File: src/rtl/antilog_shift.sv
// Log-to-linear converter: (1.frac) * 2^char, two-stage valid/ready pipeline.
// Optional build macro ANTILOG_ROUND_EN: round half-up at weight 2^-1 instead of truncating.
module antilog_shift #(
    parameter int unsigned CHAR_W = 4,
    parameter int unsigned FRAC_W = 8,
    parameter int unsigned OUT_W  = 12
) (
    input  logic              clk,
    input  logic              rst,
    input  logic              in_valid,
    output logic              in_ready,
    input  logic              in_zero,
    input  logic [CHAR_W-1:0] in_char,
    input  logic [FRAC_W-1:0] in_frac,
    output logic              out_valid,
    input  logic              out_ready,
    output logic [OUT_W-1:0]  out_data,
    output logic              out_sat
);

    localparam int unsigned WIDE_W = FRAC_W + (1 << CHAR_W);
    localparam int unsigned INT_W  = WIDE_W - FRAC_W;
    localparam int unsigned SUM_W  = INT_W + 1;

    logic              s1_valid;
    logic [INT_W-1:0]  s1_int;
    logic              s1_zero;
    logic              s1_ovf;
`ifdef ANTILOG_ROUND_EN
    logic              s1_half;
    logic              half_c;
`endif

    logic              s1_adv;
    logic              s2_adv;
    logic [INT_W-1:0]  int_c;
    logic              ovf_c;
    logic [SUM_W-1:0]  sum_c;
    logic [OUT_W-1:0]  data_c;
    logic              sat_c;

    assign s2_adv   = !out_valid || out_ready;
    assign s1_adv   = !s1_valid || s2_adv;
    assign in_ready = s1_adv && !rst;

    // Stage-1 operands: integer part of the shifted mantissa; fraction bits below 2^0 only feed rounding.
    always_comb begin
        int_c  = INT_W'((WIDE_W'({1'b1, in_frac}) << in_char) >> FRAC_W);
        ovf_c  = 32'(in_char) >= OUT_W;
`ifdef ANTILOG_ROUND_EN
        half_c = |((WIDE_W'({1'b1, in_frac}) << in_char) & (WIDE_W'(1) << (FRAC_W - 1)));
`endif
    end

    always_ff @(posedge clk or posedge rst) begin
        if (rst) begin
            s1_valid <= 1'b0;
            s1_int   <= '0;
            s1_zero  <= 1'b0;
            s1_ovf   <= 1'b0;
`ifdef ANTILOG_ROUND_EN
            s1_half  <= 1'b0;
`endif
        end else if (s1_adv) begin
            s1_valid <= in_valid;
            if (in_valid) begin
                s1_int  <= int_c;
                s1_zero <= in_zero;
                s1_ovf  <= ovf_c;
`ifdef ANTILOG_ROUND_EN
                s1_half <= half_c;
`endif
            end
        end
    end

    // Stage-2 result: zero wins, then saturation (including a rounding carry past OUT_W).
    always_comb begin
        data_c = '0;
        sat_c  = 1'b0;
`ifdef ANTILOG_ROUND_EN
        sum_c  = SUM_W'(s1_int) + SUM_W'(s1_half);
`else
        sum_c  = SUM_W'(s1_int);
`endif
        if (s1_zero) begin
            data_c = '0;
            sat_c  = 1'b0;
        end else if (s1_ovf || ((sum_c >> OUT_W) != '0)) begin
            data_c = '1;
            sat_c  = 1'b1;
        end else begin
            data_c = sum_c[OUT_W-1:0];
            sat_c  = 1'b0;
        end
    end

    always_ff @(posedge clk or posedge rst) begin
        if (rst) begin
            out_valid <= 1'b0;
            out_data  <= '0;
            out_sat   <= 1'b0;
        end else if (s2_adv) begin
            out_valid <= s1_valid;
            if (s1_valid) begin
                out_data <= data_c;
                out_sat  <= sat_c;
            end
        end
    end

endmodule

File: config.mk
export PLATFORM = sky130hd
export DESIGN_NAME = antilog_shift
export DESIGN_NICKNAME = d
export VERILOG_FILES = /design/src/rtl/antilog_shift.sv
export SDC_FILE = /design/constraint.sdc
export NUM_CORES = 1
export LEC_CHECK = 0
export BUFFER_PORTS_ARGS = -buffer_cell sky130_fd_sc_hd__clkbuf_2
export CORE_MARGIN = 2
export CORE_UTILIZATION = 30
export CTS_CLUSTER_DIAMETER = 150
export CTS_CLUSTER_SIZE = 28
export DETAILED_ROUTE_END_ITERATION = 7
export GPL_TIMING_DRIVEN = 1
export HOLD_SLACK_MARGIN = 0.08
export PLACE_DENSITY = 0.58
export SLEW_MARGIN = 20
export SYNTH_ARGS = -nofsm -noshare
export SYNTH_HDL_FRONTEND = slang
export SYNTH_SLANG_ARGS = --single-unit
File: constraint.sdc
create_clock -name clk -period 1.6 [get_ports clk]
set_input_delay 0 -clock clk [delete_from_list [all_inputs] [get_ports clk]]
set_output_delay 0 -clock clk [all_outputs]
set_load 0.005 [all_outputs]
# ---- Yosys cells after proc, flatten, opt, wreduce, memory -nomap -nowiden
# Index checks and enable logic that the tools add are counted.
dict set report op_classes {
  shifts 1
  n_lt_le_gt_ge 1
  n_reduce_logical 10
  muxes 4
}
# op count
set op_table {}
lappend op_table {{two-way mux 12 bit} 2}
lappend op_table {{<< shifter 9 x 4 -> 24 bit} 1}
lappend op_table {{nonzero test 17 bit} 1}
lappend op_table {{>= comparator 4 bit (second input constant)} 1}
lappend op_table {{AND reduction 2 bit} 2}
lappend op_table {{zero test 1 bit} 3}
lappend op_table {{logical OR 1 bit} 3}
lappend op_table {{two-way mux 1 bit} 2}
lappend op_table {{logical AND 1 bit} 1}
dict set report word_totals {
  input_bits 17
  regBits 33
  word_cells 23
  out_inout_bits 15
}

# ---- Longest topological paths before layout
dict set report logic_depth {
  ltp_word 4
  ltp_mapped 6
  depth_no_buf 4
}

# ---- Worst setup path before layout
# Ideal clock, no wire load.
dict set report synth_path {
  kind {register to register}
  startpoint {register out_valid}
  endpoint {register s1_int[4]}
  setup_time_ns 0.069
  t_arrival_ns 1.342
  n_path_buf 2
  required_time_ns 1.531
  period_less_slack_ns 1.411
  path_stages_with_launch 7
  slack_ns 0.189
  cell_sequence {dfrtp_1 nand3b_1 and2_1 clkbuf_1 clkbuf_1 o211ai_1 nand3_1}
}
dict set report synth_between {
  elab_chain_cells 4
}
# item line_no
set synth_rtl {}
lappend synth_rtl {{start: declaration} 15} ;# output logic out_valid,
lappend synth_rtl {{start signal: assignment} 104} ;# out_valid <= s1_valid;
lappend synth_rtl {{zero test 1 bit} 42} ;# assign s2_adv = !out_valid || out_ready;
lappend synth_rtl {{logical OR 1 bit} 42}
lappend synth_rtl {{logical OR 1 bit} 43} ;# assign s1_adv = !s1_valid || s2_adv;
lappend synth_rtl {{AND reduction 2 bit (no source line)} --}
lappend synth_rtl {{end signal: assignment} 67} ;# s1_int <= int_c;
lappend synth_rtl {{end: declaration} 26} ;# logic [INT_W-1:0] s1_int;
# Every way passes these cells.
# A chain may end at the register's enable or synchronous reset.

# ---- Worst setup path after layout
dict set report layout_path {
  startpoint {register out_valid}
  endpoint {register s1_int[2]}
}
# Same word-level chain as after synthesis.

==> metrics.cfg <==
[sta]
slew_violations=0
worst_pin_slew_ps=479
fmax_ghz=0.693
post-route-period-util_pct=90.3
setup_tns_ps=0
max-slew-margin-rel_pct=68.0
report.final.setup_viol=0
layout_min_cycle_time_ps=1440
hold_viol_final=0
rsz0062_at_grt=no
finalClockSkew_ps=4.34

[detailed_routing]
vias=1556
dr.pass1.iters=5
detail_route.vias_per_cell=5.08
drtIter0Drc=64
ant_nets=0
post_drt_wl_per_cell_um=13.7
drc=0
routed_wl_um=4200

[worst_setup_path]
reg2reg_to=s1_int[2]$_DFFE_PP0P_
worstPathRequired_ps=1800
start_kind=register
r2r_cells=5
rrSetupSlack_ps=160
crit_path_end_kind=register
path_class=register to register
worstPathArrival_ps=1650
cp_max_fo=11
regToRegStartpoint=out_valid$_DFFE_PP0P_

[clocking]
clock-sinks=33
cts_buffers=5
cts_setup_buffers=0
clock_latency_ps=280
path_clk_slew_ps=60
root_buffer=clkbuf_8
tritoncts=built
cts_buffer_depth=2
htreeDepth=2

[floorplanning]
die-area_um2=6530
ios=32
die_x_um=80.8
start_util_pct=31.5
chipHeight_um=80.8
core-area_um2=5610
fp-row-count=27

[min_path]
hold_end=s1_int[6]$_DFFE_PP0P_
hp-start=in_char[2]
whs_path_depth=3
hp-class=input port to register

[synth]
synth_edf_count=0
synth_seq_cells=33
synthCells=195
synth_area_per_cell_um2=9.07
ys_warn_count=0
synth_area_leader_cell=dfrtp_1
ys_types=35
synthFlopType=dfrtp_1
ys_async_sr_fraction_pct=100
syn_area_um2=1770
ys_top_cells_by_area=dfrtp_1 (47%), nand2_1 (7.6%), o31ai_1 (5.9%)
synth_top_area_share_pct=46.7
synthesis.nets=212
synth-seq-area-share_pct=46.7

[finish]
fin_nets=250
antenna_cells=0
fillCellCount=576
fin_cells=306
final_util_pct=38.4
drive_gt1_share_pct=21.8
syn_to_final_growth_pct=21.7

[placement]
dpl.cell_count=293
place.port_buffers=31
place.gp.congestion=0.849
hpwl_um=3140

[power_and_ir_drop]
ir_worst_vdd_v=0.000395
leakage_nw=1.01
finalPower_w=0.00222
power_density_nw_per_um2=1030

[grt]
globalRoute.totalOverflow=0
grt_use_total_pct=14.3
grt_pass1_vias=1452
grt_pass1_wl_um=7190
grt_max_degree=27
antenna_found_initial=0

[outcome]
status=complete, no violations

[run]
cap_violations=0

-- metal layers --
metal,GRT usage (%),vias to the layer above,part of all wire [%]
met5,0,-,0
met4,5.93,0,1.5
met3,3.22,8,6.3
met2,19.8,53,39
met1,21.4,721,53
li1,-,774,-
-- synth_stat cells (2+ instances only) --
master / count
nor3b_1: 3
and2_1: 2
nand3_1: 6
o211ai_1: 3
a2111oi_0: 3
inv_1: 4
nand2b_1: 4
dfrtp_1: 33
mux4_2: 3
a31oi_1: 6
buf_2: 2
mux2i_1: 8
o31ai_1: 14
a21o_1: 4
nor2b_1: 2
nor2_1: 22
o21ai_0: 6
clkbuf_1: 11
a21oi_1: 7
nand3b_1: 2
nand2_1: 36
-- worst max-delay path by stage --
stage	startpoint	to	slack, ps	depth (start not counted)
global route	out_valid$_DFFE_PP0P_	s1_int[12]$_DFFE_PP0P_	10	4
CTS	out_valid$_DFFE_PP0P_	s1_int[12]$_DFFE_PP0P_	130	4
global placement	out_valid$_DFFE_PP0P_	s1_int[13]$_DFFE_PP0P_	170	4
finish	out_valid$_DFFE_PP0P_	s1_int[2]$_DFFE_PP0P_	160	5
detailed placement	out_valid$_DFFE_PP0P_	s1_int[12]$_DFFE_PP0P_	160	4
floorplan	out_valid$_DFFE_PP0P_	s1_int[4]$_DFFE_PP0P_	190	6
-- repair_timing --
| action | 4_1_cts | 5_1_grt |
|---|---|---|
| gates resized for setup | 0 | 0 |
| endpoints found under the hold margin | 36 | 0 |
| hold buffers | 5 | 0 |
-- cell families after synthesis --
| logic type | Yosys count | synth area share, % |
|---|---|---|
| AOI/OAI and AO/OA | 49 | 19.1 |
| buffers and inverters | 20 | 4.81 |
| DFF | 33 | 46.7 |
| muxes | 12 | 8.98 |
| and+or+nand+nor | 81 | 20.4 |
-- state kept, by name, indices dropped and copies added (netlist names) --
register	cells
s1_int	16
out_data	12
out_sat	1
out_valid	1
s1_ovf	1
s1_valid	1
s1_zero	1
-- layout by cell type (no fill, tap or decap), drive strengths merged, types with 4 or more instances in the layout --
cell type,count
a21o,4
dlygate4sd3,5
nand2b,4
dfrtp,33
nand2,36
a31oi,6
a21oi,7
nand3,6
inv,5
buf,10
o21ai,6
clkbuf,39
mux2i,8
o31ai,14
nor2,22
-- worst max-delay path, cell delays in order, from the launching register on --
cell	delay, ps
dfrtp_1	400
nand3b_1	170
and2_1	410
buf_4	210
nor2_1	40
a31oi_1	130
-- power by group --
part / switching, W / total (W) / internal [W]
Combinational: 0.000303 / 0.000549 / 0.000245
Sequential: 0.0000939 / 0.00108 / 0.000983
Clock: 0.000281 / 0.000590 / 0.000309
Total: 0.000678 / 0.00222 / 0.00154
-- area by class of cell --
| type | instances | area [um2] | share of cell area [%] |
|---|---|---|---|
| well taps | 72 | 90.1 | 4.18 |
| multi-input cells | 142 | 858 | 39.9 |
| inverters | 5 | 18.8 | 0.872 |
| clock buffers | 8 | 80.1 | 3.72 |
| repair buffers | 46 | 280 | 13.0 |
| flip-flops and latches | 33 | 826 | 38.3 |
-- metrics by stage --
stage	area, um2	setup WS [ps]	hold WS [ps]
6_report	2150	156	87.1
5_1_grt	2150	14.5	104
4_1_cts	2150	134	94.6
3_5_place_dp	2020	161	136
3_3_place_gp	2020	169	146
2_1_floorplan	1770	189	105
(Power assumes the default switching activity.)
